### src/rtl/vga_pkg.sv
// vga_pkg: constants and types shared by the VGA sync generator and pixel stages.
//   H_ACTIVE / V_ACTIVE : visible pixels per line / visible lines per frame
//   rgb_t               : 4-bit-per-channel colour
//   COL_*               : palette used by the renderer
package vga_pkg;

  localparam int unsigned H_ACTIVE = 640;
  localparam int unsigned V_ACTIVE = 480;

  typedef struct packed {
    logic [3:0] r;
    logic [3:0] g;
    logic [3:0] b;
  } rgb_t;

  localparam rgb_t COL_BLACK = rgb_t'(12'h000);
  localparam rgb_t COL_BG    = rgb_t'(12'h004);
  localparam rgb_t COL_BALL  = rgb_t'(12'hff0);
  localparam rgb_t COL_WHITE = rgb_t'(12'hfff);

endpackage

### src/rtl/ball_axis.sv
// ball_axis: position and direction of the ball along one screen axis.
// Moves STEP pixels per tick, clamping to 0..LIMIT and reversing at either end.
//   clk  : pixel clock
//   rst  : synchronous active-high reset (pos = 0, dir = +)
//   tick : one-cycle frame pulse
//   pos  : current position, 0..LIMIT
//   dir  : 1 = moving +, 0 = moving -
module ball_axis #(
  parameter int unsigned LIMIT = 624,
  parameter int unsigned STEP  = 2
) (
  input  logic       clk,
  input  logic       rst,
  input  logic       tick,
  output logic [9:0] pos,
  output logic       dir
);

  localparam logic [10:0] Limit11 = 11'(LIMIT);
  localparam logic [10:0] Step11  = 11'(STEP);
  localparam logic [9:0]  Step10  = 10'(STEP);

  logic [9:0]  pos_q, pos_d;
  logic        dir_q, dir_d;
  logic [10:0] sum;

  // 11-bit sum so pos + STEP cannot wrap before the limit compare.
  always_comb begin
    pos_d = pos_q;
    dir_d = dir_q;
    sum   = {1'b0, pos_q} + Step11;
    if (tick) begin
      if (dir_q) begin
        if (sum >= Limit11) begin
          pos_d = Limit11[9:0];
          dir_d = 1'b0;
        end else begin
          pos_d = sum[9:0];
        end
      end else begin
        if ({1'b0, pos_q} <= Step11) begin
          pos_d = '0;
          dir_d = 1'b1;
        end else begin
          pos_d = pos_q - Step10;
        end
      end
    end
  end

  always_ff @(posedge clk) begin
    if (rst) begin
      pos_q <= '0;
      dir_q <= 1'b1;
    end else begin
      pos_q <= pos_d;
      dir_q <= dir_d;
    end
  end

  assign pos = pos_q;
  assign dir = dir_q;

endmodule

### src/rtl/vga_ball_renderer.sv
// vga_ball_renderer: draws a bouncing square ball on a solid background.
// Two-stage pipeline; syncs and colour leave exactly 2 cycles after the inputs.
//   clk, rst            : pixel clock, synchronous active-high reset
//   hsync_in, vsync_in  : active-low syncs from the sync generator
//   xpos, ypos          : pixel coordinates (blanking values wrap high)
//   hsync, vsync        : syncs delayed 2 cycles
//   red, green, blue    : 4-bit colour channels
// Optional macro VGA_BORDER_EN: paints a one-pixel white frame that overrides the ball.
module vga_ball_renderer
  import vga_pkg::*;
#(
  parameter int unsigned BALL_SIZE = 16,
  parameter int unsigned STEP      = 2
) (
  input  logic       clk,
  input  logic       rst,
  input  logic       hsync_in,
  input  logic       vsync_in,
  input  logic [9:0] xpos,
  input  logic [9:0] ypos,
  output logic       hsync,
  output logic       vsync,
  output logic [3:0] red,
  output logic [3:0] green,
  output logic [3:0] blue
);

  localparam logic [9:0] HAct  = 10'(H_ACTIVE);
  localparam logic [9:0] VAct  = 10'(V_ACTIVE);
  localparam logic [9:0] BSize = 10'(BALL_SIZE);

  // Frame tick: registered falling edge of vsync_in, always inside vertical blanking.
  logic vs_prev_q, tick_q;

  always_ff @(posedge clk) begin
    if (rst) begin
      vs_prev_q <= 1'b1;
      tick_q    <= 1'b0;
    end else begin
      vs_prev_q <= vsync_in;
      tick_q    <= vs_prev_q & ~vsync_in;
    end
  end

  logic [9:0] bx, by;
  logic       dir_x, dir_y;

  ball_axis #(
    .LIMIT (H_ACTIVE - BALL_SIZE),
    .STEP  (STEP)
  ) u_axis_x (
    .clk  (clk),
    .rst  (rst),
    .tick (tick_q),
    .pos  (bx),
    .dir  (dir_x)
  );

  ball_axis #(
    .LIMIT (V_ACTIVE - BALL_SIZE),
    .STEP  (STEP)
  ) u_axis_y (
    .clk  (clk),
    .rst  (rst),
    .tick (tick_q),
    .pos  (by),
    .dir  (dir_y)
  );

  // Directions only steer the axis state; nothing downstream needs them.
  logic unused_dir;
  assign unused_dir = dir_x ^ dir_y;

  // Stage 1: classify the pixel.
  logic       active, in_ball;
  logic [9:0] rel_x, rel_y;

  // Unsigned differences: pixels left of / above the ball wrap large and fail the compare.
  assign active  = (xpos < HAct) && (ypos < VAct);
  assign rel_x   = xpos - bx;
  assign rel_y   = ypos - by;
  assign in_ball = (rel_x < BSize) && (rel_y < BSize);

  logic active_q, in_ball_q, hs1_q, vs1_q;

`ifdef VGA_BORDER_EN
  logic border, border_q;
  assign border = (xpos == '0) || (xpos == HAct - 10'd1) ||
                  (ypos == '0) || (ypos == VAct - 10'd1);

  always_ff @(posedge clk) begin
    if (rst) border_q <= 1'b0;
    else     border_q <= border;
  end
`endif

  always_ff @(posedge clk) begin
    if (rst) begin
      active_q  <= 1'b0;
      in_ball_q <= 1'b0;
      hs1_q     <= 1'b1;
      vs1_q     <= 1'b1;
    end else begin
      active_q  <= active;
      in_ball_q <= in_ball;
      hs1_q     <= hsync_in;
      vs1_q     <= vsync_in;
    end
  end

  // Stage 2: colour select, first match wins.
  rgb_t rgb_d, rgb_q;
  logic hs2_q, vs2_q;

  always_comb begin
    rgb_d = COL_BG;
    if (!active_q) begin
      rgb_d = COL_BLACK;
`ifdef VGA_BORDER_EN
    end else if (border_q) begin
      rgb_d = COL_WHITE;
`endif
    end else if (in_ball_q) begin
      rgb_d = COL_BALL;
    end
  end

  always_ff @(posedge clk) begin
    if (rst) begin
      rgb_q <= COL_BLACK;
      hs2_q <= 1'b1;
      vs2_q <= 1'b1;
    end else begin
      rgb_q <= rgb_d;
      hs2_q <= hs1_q;
      vs2_q <= vs1_q;
    end
  end

  assign hsync = hs2_q;
  assign vsync = vs2_q;
  assign red   = rgb_q.r;
  assign green = rgb_q.g;
  assign blue  = rgb_q.b;

endmodule

### config.mk
export PLATFORM = sky130hd
export DESIGN_NAME = vga_ball_renderer
export DESIGN_NICKNAME = d
export VERILOG_FILES = /design/src/rtl/vga_pkg.sv /design/src/rtl/ball_axis.sv /design/src/rtl/vga_ball_renderer.sv
export SDC_FILE = /design/constraint.sdc
export NUM_CORES = 1
export LEC_CHECK = 0
export ABC_AREA = 0
export ABC_CLOCK_PERIOD_IN_PS = 4900
export CAP_MARGIN = 40
export CORE_ASPECT_RATIO = 0.8
export CORE_MARGIN = 2
export CORE_UTILIZATION = 30
export CTS_CLUSTER_DIAMETER = 120
export DETAILED_ROUTE_END_ITERATION = 10
export PLACE_DENSITY = 0.5
export REMOVE_ABC_BUFFERS = 1
export SYNTH_ARGS = -nofsm -noshare
export SYNTH_HDL_FRONTEND = slang
export SYNTH_SLANG_ARGS = --single-unit
export TNS_END_PERCENT = 1
### constraint.sdc
create_clock -name clk -period 4.9 [get_ports clk]
set_input_delay 0.49 -clock clk [delete_from_list [all_inputs] [get_ports clk]]
set_output_delay 0.49 -clock clk [all_outputs]
set_load 0.01 [all_outputs]
## After elaboration in Yosys (flattened, before gate mapping)

Index checks and enable logic that the tools add are counted.
Widths: inputs -> output; s select.

| operators by class | value |
|---|---|
| muxes and demuxes | 13 |
| add/sub/neg operators | 6 |
| $lt $le $gt $ge | 8 |
| bitwise logic cells | 3 |
| reductions and logical operators | 3 |

Operators with widths:

| kind | number |
|---|---|
| $mux 10 | 6 |
| $add 10x2->11 const B | 2 |
| $le 10x2->1 const B | 2 |
| $lt 10x5->1 const B | 2 |
| $sub 10x10->10 | 2 |
| $sub 10x2->10 const B | 2 |
| $mux 12 | 1 |
| $ge 11x10->1 const B | 1 |
| $ge 11x9->1 const B | 1 |
| $lt 10x10->1 const B | 1 |
| $lt 10x9->1 const B | 1 |
| $mux 1 | 6 |
| $logic_and 1x1->1 | 2 |
| $not 1->1 | 2 |
| $reduce_or 2->1 | 1 |
| $and 1x1->1 | 1 |

| storage, ports and cells | value |
|---|---|
| output and inout port bits | 14 |
| logic and storage cells | 47 |
| register bits | 41 |
| input bits | 24 |

## Logic depth before layout (Yosys ltp)

| logic depth | value |
|---|---|
| word-level depth | 4 |
| gate-level depth with buffers | 9 |
| depth with buffers taken out | 8 |

## Hierarchy

A second synthesis with hierarchy kept.

| second synthesis, totals | value |
|---|---|
| cells, all modules | 427 |
| area total of the unflattened synthesis | 3,240.6 sq um |

By module, submodules not included:

| module | times used | cells an instance | area each (sq um) |
|---|---|---|---|
| vga_ball_renderer | 1 | 149 | 1,167.4 |
| ball_axis (u_axis_x) | 1 | 144 | 1,061.0 |
| ball_axis (u_axis_y) | 1 | 134 | 1,012.2 |

## Least setup slack after synthesis

OpenSTA, ideal clock, no wires.

| timing | value |
|---|---|
| path kind | reg-to-reg |
| from | reg u_axis_x.pos_q[3] (netlist: u_axis_x.pos[3]) |
| to | reg in_ball_q |
| library setup time | 124 ps |
| data required time | 4,776 ps |
| arrival | 2,240 ps |
| cell stages (with the launch flop) | 10 |
| setup slack | 2,536 ps |
| clock period less this slack | 2,364 ps |
| cells stage by stage | dfxtp_1 -> buf_4 -> inv_1 -> ha_1 -> a21oi_1 -> a21boi_0 -> or2_2 -> or4b_2 -> nand4_1 -> nor4_1 |

| between the ends | value |
|---|---|
| word-level cells in the longest chain between the ends | 3 |

Ends and longest elaborated chain:

| what | RTL line | RTL |
|---|---|---|
| from (decl) | ball_axis.sv:23 | `logic [9:0] pos_q, pos_d;` |
| from (signal assigned) | ball_axis.sv:56 | `pos_q <= pos_d;` |
| $sub 10x10->10 | vga_ball_renderer.sv:80 | `assign rel_x = xpos - bx;` |
| $lt 10x5->1 | vga_ball_renderer.sv:82 | `assign in_ball = (rel_x < BSize) && (rel_y < BSize);` |
| $logic_and 1x1->1 | vga_ball_renderer.sv:82 |  |
| to (signal assigned) | vga_ball_renderer.sv:105 | `in_ball_q <= in_ball;` |
| to (decl) | vga_ball_renderer.sv:84 | `logic active_q, in_ball_q, hs1_q, vs1_q;` |

No other way between the ends.
A chain may end at the register's enable or synchronous reset.

## Final worst setup path

Ends and elaborated chain as after synthesis.

==> results.cfg <==
[clock_network]
path_clk_slew_ns = 0.05
worstSkewPairLatency_ns = 0.27
postCtsSetupBuffers = 0
cts_resized = 0
cts-buffers-inserted = 5
cts_buffer_depth = 2
cts_tree = done
root_buffer = clkbuf_16
cts.sinks = 29
htreeDepth = 2
cts-hold-fix-buffers = 0

[synth]
netlist_instances = 370
ys.flop_type = dfxtp_1
syn_area_per_cell_um2 = 7.93
synth-async-reset-ratio = 0
synth_cell_types = 82
ys_warn_count = 0
synth_edf_count = 0
syn_area_um2 = 2930
synth_seq_area_share = 0.198
synth_seq_cells = 29

[critical_path]
crit_chain = inv_1 > ha_1 > a21oi_1 > a21boi_0 > a311o_1 > a21oi_1 > mux2_2 > nor4_1
critPathSlowestCell = dfxtp_1
path_class = reg2reg
arrival_ns = 2.96
slowest_delay_ns = 0.67
cpMostUsedCell = a21oi_1
start_kind = flip-flop
critical_path_buf_inv_count = 1
endpoint_kind = flip-flop
critPathTopFamily = compound AO/OA/AOI/OAI gates
required_ns = 5.05
critPathMaxFanout = 13

[floorplan]
die_w_um = 115
die_h_um = 92.5
die_area_um2 = 10600
initial_utilization = 0.307
num_rows = 32
pin_count = 38
core_um2 = 9570

[global_routing]
grt_use_total = 0.154
antenna_found_initial = 0
grt_pass1_wl_um = 13200
grt_pass1_vias = 2518
grt_overflow = 0
grt_max_degree = 30

[status]
status = finished clean

[cells_and_area]
multi_input_area_um2 = 2060
fill_cells = 1012
nNetsFinal = 426
area_delta_synth_final_pct = 15.1
n_antenna_cell = 0
regArea_um2 = 581
fin_cells = 500
drive_above_1_share = 0.118

[pwr]
p_leak_nw = 1.14
max-vdd-ir-drop_mv = 0.130
power_density_nw_per_um2 = 208

[timing]
rsz0062_at_grt = false
finalHoldViolations = 0
fin_setup_tns_ns = 0
fin_crit_sh = 0.573
timing.fmax_mhz = 356
slew_headroom = 0.622
slew_violations = 0
clock_skew_ns = 0.00266
worstMarginPinSlew_ns = 0.566
post-route-min-period_ns = 2.81
setup_viol = 0

[route]
dr.first_iter.drc_count = 202
ant_nets = 0
vias = 2810
post-route-drc-count = 0
dr.pass1.iters = 5
wl_per_cell_um = 15.8
wl_um = 7880
viasPerCell = 5.62

[place]
hpwl_um = 5780
port_buffers = 32
place.gp.congestion = 0.864
post-place-cells = 492

[hold_path]
hold_path_class = reg2reg

[run]
maxCapViolCount = 0
-- per-stage QoR --
stage          worst slack (ns)   util  cell area (um2)  total power [mW]  hold WS (ns)
2_1_floorplan              2.45      -             2730             0.334         0.387
3_3_place_gp               2.08  0.336             3220             0.383         0.395
3_5_place_dp               2.05  0.336             3220             0.383         0.399
4_1_cts                    2.13  0.353             3380             0.710         0.412
5_1_grt                    1.79  0.353             3380             0.741         0.430
6_report                   2.09  0.353             3380             0.702         0.408
-- cell usage in the layout (no fill, tap or decap), drive strengths merged, types with 13 or more instances in the layout --
master         Yosys  layout
nor3              13      13
nor2              19      19
nand2             31      31
ha                22      22
o21ai             21      21
inv               21      21
clkdlybuf4s50      0      32
dfxtp             29      29
a21oi             22      22
nand3             14      14
-- final cells by class --
type	count	share of cell area
timing repair buffer	35	0.102
sequential	29	0.172
multi-input combinational	287	0.611
inverter	22	0.0245
clock inverter	1	0.00148
clock buffer	7	0.0452
tap	119	0.0441
-- metal layers --
| metal | vias up | global-route usage | part of all wire |
|---|---|---|---|
| li1 | 1414 | - | - |
| met1 | 1318 | 0.242 | 0.53 |
| met2 | 74 | 0.214 | 0.40 |
| met3 | 4 | 0.0242 | 0.055 |
| met4 | 0 | 0.0335 | 0.0090 |
| met5 | - | 0 | 0 |
-- worst register-to-register path, delay by kind of cell, from the launching register on --
kind / cells / cell delay (ns)
AOI/OAI and AO/OA: 4 / 0.94
DFF: 1 / 0.67
muxes: 1 / 0.34
adders and majority gates: 1 / 0.32
and+or+nand+nor: 1 / 0.26
buffers and inverters: 1 / 0.16
-- worst paths after layout --
| check | from | end | slack (ns) | depth (start not counted) |
|---|---|---|---|---|
| worst max register to register | u_axis_x.pos[3] | in_ball_q | 2.09 | 8 |
| worst min register to register | hs1_q | hsync | 0.41 | 1 |
| worst min-delay path | hs1_q | hsync | 0.41 | 1 |
| worst max-delay path | u_axis_x.pos[3] | in_ball_q | 2.09 | 8 |
-- cell families (layout without fill, tap and decap cells) --
kind of cell             Yosys count  after routing  share of synthesized area
AO/OA/AOI/OAI                    118            118                      0.299
XOR/XNOR                           8              8                     0.0239
adder cells (fa/ha/maj)           22             22                     0.0938
buffers and inverters             56             65                      0.101
flip-flops                        29             29                      0.198
multiplexers                       2              2                    0.00725
other                              1              3                    0.00128
AND/OR/NAND/NOR                  134            134                      0.275
-- cells in the mapped netlist (3+ instances only) --
cell type  instances  area, um2
nand2_1           31        116
dfxtp_1           29        581
ha_1              22        275
a21oi_1           21        105
nor2_1            19       71.3
inv_1             18       67.6
o21ai_0           18       90.1
buf_4             15        113
nor3_1            13       65.1
nand3_1           12       60.1
a211oi_1           9       67.6
a31oi_1            9       56.3
clkbuf_1           9       33.8
o21a_1             8       60.1
buf_2              7       35.0
nor4_1             7       43.8
and3_1             6       37.5
o211ai_1           6       45.0
o31ai_1            6       45.0
xnor2_1            6       52.6
nand4_1            5       31.3
or2_2              5       31.3
a221oi_1           4       35.0
buf_6              3       33.8
inv_2              3       11.3
nand2b_1           3       18.8
nor3b_1            3       22.5
o32ai_1            3       26.3
-- power by group --
group / switching (mW) / internal, mW
Sequential: 0.00757 / 0.241
Combinational: 0.0719 / 0.0591
Clock: 0.108 / 0.215
-- sequential cells by signal, indices dropped and copies added (netlist names) --
register	cells
u_axis_y.pos	9
hsync	1
u_axis_x.dir	1
vsync	1
u_axis_x.pos	9
blue	1
active_q	1
u_axis_y.dir	1
vs1_q	1
hs1_q	1
in_ball_q	1
tick_q	1
red	1
(Power assumes the default switching activity.)
